<file path="src/rtl/full_subtractor.sv">
// Registered WIDTH-bit ripple-borrow full subtractor: {x,y} <= a - b - borrow.
// Outputs are registered only, so feeding x back into borrow forms no combinational loop.
module full_subtractor #(
    parameter int WIDTH = 1
) (
    input  logic             clk,
    input  logic             rst,
    input  logic             en,
    input  logic [WIDTH-1:0] a,
    input  logic [WIDTH-1:0] b,
    input  logic             borrow,
    output logic [WIDTH-1:0] y,
    output logic             x
);

    logic [WIDTH-1:0] diff;
    logic             bout;

    always_comb begin
        logic bin;
        // NOTE: every variable gets a default first, so no path can infer a latch.
        diff = '0;
        bin  = borrow;
        for (int i = 0; i < WIDTH; i++) begin
            diff[i] = a[i] ^ b[i] ^ bin;
            bin     = (~a[i] & b[i]) | (~(a[i] ^ b[i]) & bin);
        end
        bout = bin;
    end

    // NOTE: registers take non-blocking assignments so all state updates see pre-edge values.
    always_ff @(posedge clk or posedge rst) begin
        if (rst) begin
            y <= '0;
            x <= 1'b0;
        end else if (en) begin
            y <= diff;
            x <= bout;
        end
    end

endmodule

</file>
<file path="config.mk">
export PLATFORM = sky130hd
export DESIGN_NAME = full_subtractor
export DESIGN_NICKNAME = d
export VERILOG_FILES = /design/src/rtl/full_subtractor.sv
export SDC_FILE = /design/constraint.sdc
export NUM_CORES = 1
export LEC_CHECK = 0
export ABC_AREA = 1
export CAP_MARGIN = 20
export CORE_AREA = 8 8 45 47
export DETAILED_ROUTE_END_ITERATION = 16
export DIE_AREA = 0 0 53 55
export SYNTH_ARGS = -nofsm -noshare
export SYNTH_HDL_FRONTEND = slang
export SYNTH_SLANG_ARGS = --single-unit
</file>
<file path="constraint.sdc">
create_clock -name clk -period 0.8 [get_ports clk]
set_input_delay 0.16 -clock clk [delete_from_list [all_inputs] [get_ports clk]]
set_output_delay 0.16 -clock clk [all_outputs]
set_load 0.05 [all_outputs]
</file>
==> results of run 1 <==
## power groups by stage
stage | registers, uW | logic, uW | clock network [uW]
global route | 132 | 183 | 274
finish | 131 | 169 | 247
floorplan | 171 | 26.0 | 0
detailed placement | 132 | 163 | 0
CTS | 131 | 169 | 262
global placement | 132 | 161 | 0
## routing by layer
| layer | GRT usage | part of all wire | vias to the layer above |
|---|---|---|---|
| li1 | - | - | 61 |
| met4 | 0.0388 | 0.020 | 0 |
| met3 | 0.0348 | 0.27 | 2 |
| met2 | 0.0254 | 0.29 | 8 |
| met1 | 0.0244 | 0.41 | 47 |
| met5 | 0 | 0 | - |
## layout by cell type (no fill, tap or decap), types with 2 or more instances in the layout
cell type,n
buf_12,2
buf_4,2
clkdlybuf4s50_1,2
nand2_1,6
clkbuf_4,3
buf_2,2
inv_1,3
## area by class of cell
| class | instances | area (um2) |
|---|---|---|
| multi-input combinational | 7 | 45.0 |
| tap | 16 | 20.0 |
| inverter | 5 | 26.3 |
| sequential | 2 | 51.3 |
| timing repair buffer | 8 | 85.1 |
| fill | 157 | 1130 |
| clock buffer | 4 | 26.3 |
## what timing repair did
item | 4_1_cts | 5_1_grt
endpoints found under the setup margin | 4 | 3
hold buffers | 0 | 0
gates cloned | 0 | 0
setup buffers | 1 | 0
gates resized for setup | 13 | 1
hold endpoints to repair | 0 | 0
pin swaps | 3 | 1
## flip-flops by register name, indices dropped and copies added, names as in the netlist
signal / cells
x: 1
y: 1
## worst max path at each step
stage / startpoint / endpoint / cells after the start
global placement: b / y / 5
detailed placement: b / y / 5
floorplan: b / y / 4
global route: x / x / 1
CTS: x / x / 1
finish: x / x / 1
## cell families after synthesis
kind of cell / count (synthesis) / share of synthesized area
adder cells (fa/ha/maj): 1 / 0.180
flip-flops: 2 / 0.449
AND/OR/NAND/NOR: 6 / 0.202
buffers and inverters: 5 / 0.169
## through the flow
| step | total power, uW | std cells | worst slack (ns) | cell area [um2] |
|---|---|---|---|---|
| global placement | 293 | 37 | -0.653 | 230 |
| global route | 589 | 42 | -0.172 | 254 |
| detailed placement | 295 | 37 | -0.656 | 230 |
| CTS | 562 | 42 | -0.163 | 251 |
| floorplan | 197 | 14 | -0.0391 | 120 |
| finish | 547 | 42 | -0.153 | 254 |
==> run summary, run 1 <==
Yosys warning count: 0
Post-DP HPWL: 233 um
Commonest cells post-synth: 6 x nand2_1, 5 x inv_1, 2 x dfrtp_1, 1 x fa_1
Clock period minus final worst setup slack: 0.953 ns
Row count: 14
CTS tree: built
Post-synth cell types: 4
Final slew viol count: 0
Die Y-Extent: 55 um
CP peak stage delay: 0.41 ns
Syn avg cell area: 7.95 um2
Clock latency on the worst-skew pair: 0.23 ns
Die Wd: 53 um
Via count: 118
Largest net degree at the start of global routing: 4
Detailed Routing Iterations Pass 1: 2
Final setup fails: 2
Internal Power: 390 uW
Worst Tran Pin Value: 0.136 ns
Ys async rst share: 1.00
Hold WS: 0.0966 ns
Critical-path top delay cell: dfrtp_2
Largest delay share family, worst path: flip-flops
Clk_skew: 0 ns
Leading area contributor after synthesis: dfrtp_1
Hold WC Path Type: in -> async
Fmax: 1.05 GHz
Setup TNS: -0.293 ns
Sw frac: 0.287
Worst setup margin: -0.153 ns
Sink Count: 2
IO Pins: 8
Seq pwr share: 0.239
Max-cap check violation count: 0
Mapped Nets: 21
Most area-consuming cells after synthesis: dfrtp_1 45%, nand2_1 20%, fa_1 18%, inv_1 17%
Grt total ovfl: 0
Core area: 1380 um2
First DRT Iteration DRCs: 2
DR WL/cell: 7.00 um
Mapped Cells: 14
RR Startpoint: y
Residual DRC count: 0
Critical-path cell list: buf_12
CTS Buf Count: 3
Reg2Reg Depth: 3
Final hold vios: 0
Combinational share of power: 0.309
Pleak: 0.000132 uW
Failing checks: negative setup slack
Setup crit end kind: primary output
Net Switching: 157 uW
PD cells: 2150 nW/um2
CP arrival: 0.79 ns
Final Cycle Share: 1.19
Vias per cell: 2.81
Status: finished, violations left
RePlAce Congestion: 0.532
Peak VDD IR: 0.394 mV
Layout Nets: 34
N_diodes: 0
Worst r2r dst: y
Clock network fraction of design power: 0.452
Synth top area share: 0.449
Reg-to-reg slack, setup: 0.05 ns
Clk root buf: clkbuf_4
Die area: 2920 um2
Critical path peak fanout: 2
#FFs+latches synth: 2
Clock buffer depth: 2
Vias in the first global route: 141
H-tree levels: 1
Initial antenna violation count: 0
P&R area growth vs syn: 128%
Gr usage total: 0.0279
CP Launch Type: flop
RSZ-0062 raised after global routing: true
Clock transition at path regs: 0.04 ns
Worst relative slew slack: 0.909
CP Buf/Inv Count: 1
First-pass GRT wire length: 524 um
Layout cell share with drive strength beyond 1: 0.500
Final WL: 294 um
Count leader, synth: nand2_1
Port bufs: 7
Worst Path Required: 0.64 ns
Top_reg_cell synth: dfrtp_1
Cell Area, Synth: 111 um2
Number of flops mapped to enable cells by yosys: 0
Setup CP Type: reg -> out
Antenna Nets Post-Route: 0
Layout Utilization: 0.184
Seq/Total Area, Yosys: 0.449
Initial Util: 0.0805
Note: power is estimated with default switching activity, not from simulation.
==> run 2, diff against run 1 <==
- ABC_CLOCK_PERIOD_IN_PS: not set -> 800
- CTS_CLUSTER_DIAMETER: not set -> 30
- SETUP_SLACK_MARGIN: not set -> 0.2
==> run summary, run 2 (synthesis results as in run 1) <==
Failing checks: negative setup slack
Worst setup margin: -0.152 ns
Final Cycle Share: 1.19
Largest net degree at the start of global routing: 4
Detailed Routing Iterations Pass 1: 2
N_diodes: 0
Worst Tran Pin Value: 0.126 ns
Layout Nets: 34
Clock buffer depth: 2
Layout cell share with drive strength beyond 1: 0.615
Pleak: 0.000138 uW
First DRT Iteration DRCs: 2
Hold WC Path Type: in -> async
Finished Layout Cells: 42
Worst Path Required: 0.64 ns
Die Y-Extent: 55 um
Residual DRC count: 0
Hold buffers post-CTS: 0
Via count: 124
CP arrival: 0.79 ns
Initial antenna violation count: 0
Critical-path cell list: buf_12
Largest regs: x: 1 flops, y: 1 flops
Most frequent cells in the layout: 4 x nand2_1, 3 x clkbuf_4, 2 x inv_1, 2 x nand2_2, 2 x buf_12
Final hold vios: 0
Max-cap check violation count: 0
Clk root buf: clkbuf_4
Die area: 2920 um2
RSZ-0062 raised after global routing: true
Final WL: 293 um
H-tree levels: 1
Placed insts: 37
Peak VDD IR: 0.410 mV
Gr usage total: 0.0279
CTS tree: built
Critical-path top delay cell: dfrtp_2
CP Launch Type: flop
Commonest non-fill, non-tap cell in the layout: nand2_1
Initial Util: 0.0805
Final setup fails: 2
Grt total ovfl: 0
Core area: 1380 um2
CP peak stage delay: 0.41 ns
Hold WS: 0.0965 ns
RePlAce Congestion: 0.532
Fmax: 1.05 GHz
RR Startpoint: y
Reg-to-reg slack, setup: 0.05 ns
Final slew viol count: 0
Port bufs: 7
Antenna Nets Post-Route: 0
P&R area growth vs syn: 146%
Worst relative slew slack: 0.916
CTS Buf Count: 3
Status: finished, violations left
Largest delay share family, worst path: flip-flops
Worst r2r dst: y
PD cells: 2030 nW/um2
Reg2Reg Depth: 3
Clock period minus final worst setup slack: 0.952 ns
Clock latency on the worst-skew pair: 0.23 ns
Clk_skew: 0 ns
Vias in the first global route: 141
Row count: 14
Die Wd: 53 um
Vias per cell: 2.95
Clock transition at path regs: 0.03 ns
CP Buf/Inv Count: 1
First-pass GRT wire length: 524 um
Setup CP Type: reg -> out
Setup crit end kind: primary output
Critical path peak fanout: 2
DR WL/cell: 6.98 um
IO Pins: 8
Sink Count: 2
==> run 2: through the flow <==
stage,area [um2],power [uW],TNS (ns),utilization,setup slack (ns)
2_1_floorplan,120,197,-0.0391,-,-0.0391
3_3_place_gp,230,293,-1.25,0.166,-0.653
3_5_place_dp,230,295,-1.26,0.166,-0.651
4_1_cts,258,558,-0.316,0.186,-0.164
5_1_grt,274,600,-0.326,0.198,-0.173
6_report,274,557,-0.283,0.198,-0.152
==> run 2: cell type report <==
class	instances	area (um2)
Fill cell	155	1110
Timing Repair Buffer	8	97.6
Sequential cell	2	51.3
Multi-Input combinational cell	7	50.0
Inverter	5	28.8
Clock buffer	4	26.3
Tap cell	16	20.0
==> run 2: worst max path at each step <==
| stage | slack (ns) | cells past startpoint | from | endpoint |
|---|---|---|---|---|
| after floorplan | -0.04 | 4 | b | y |
| after global placement | -0.65 | 5 | b | y |
| after detailed placement | -0.65 | 5 | b | y |
| after CTS | -0.16 | 1 | x | x |
| after global routing | -0.17 | 1 | x | x |
| final | -0.15 | 1 | x | x |
==> run 2: repair_timing <==
item,in CTS,in global routing
gates resized for setup,19,3
endpoints found under the setup margin,4,4
buffers inserted,0,1
pin swaps,5,4
==> run 2: power breakdown <==
part | internal [uW] | switching [uW]
Sequential | 116 | 13.8
Clock | 185 | 60.1
Combinational | 95.3 | 85.7
Total | 397 | 160
==> run 2: metal layers <==
metal	global-route usage	vias up	wire, um
met1	0.0259	53	110
met4	0.0388	0	6
li1	-	61	-
met2	0.0234	8	92
met3	0.0348	2	84
met5	0	-	0
==> run 2: worst reg2reg max path, cell delays in order, from the launching register on <==
cell and delay (ns):
dfrtp_1 0.39, buf_4 0.15, nand2_2 0.05, nand2_1 0.05
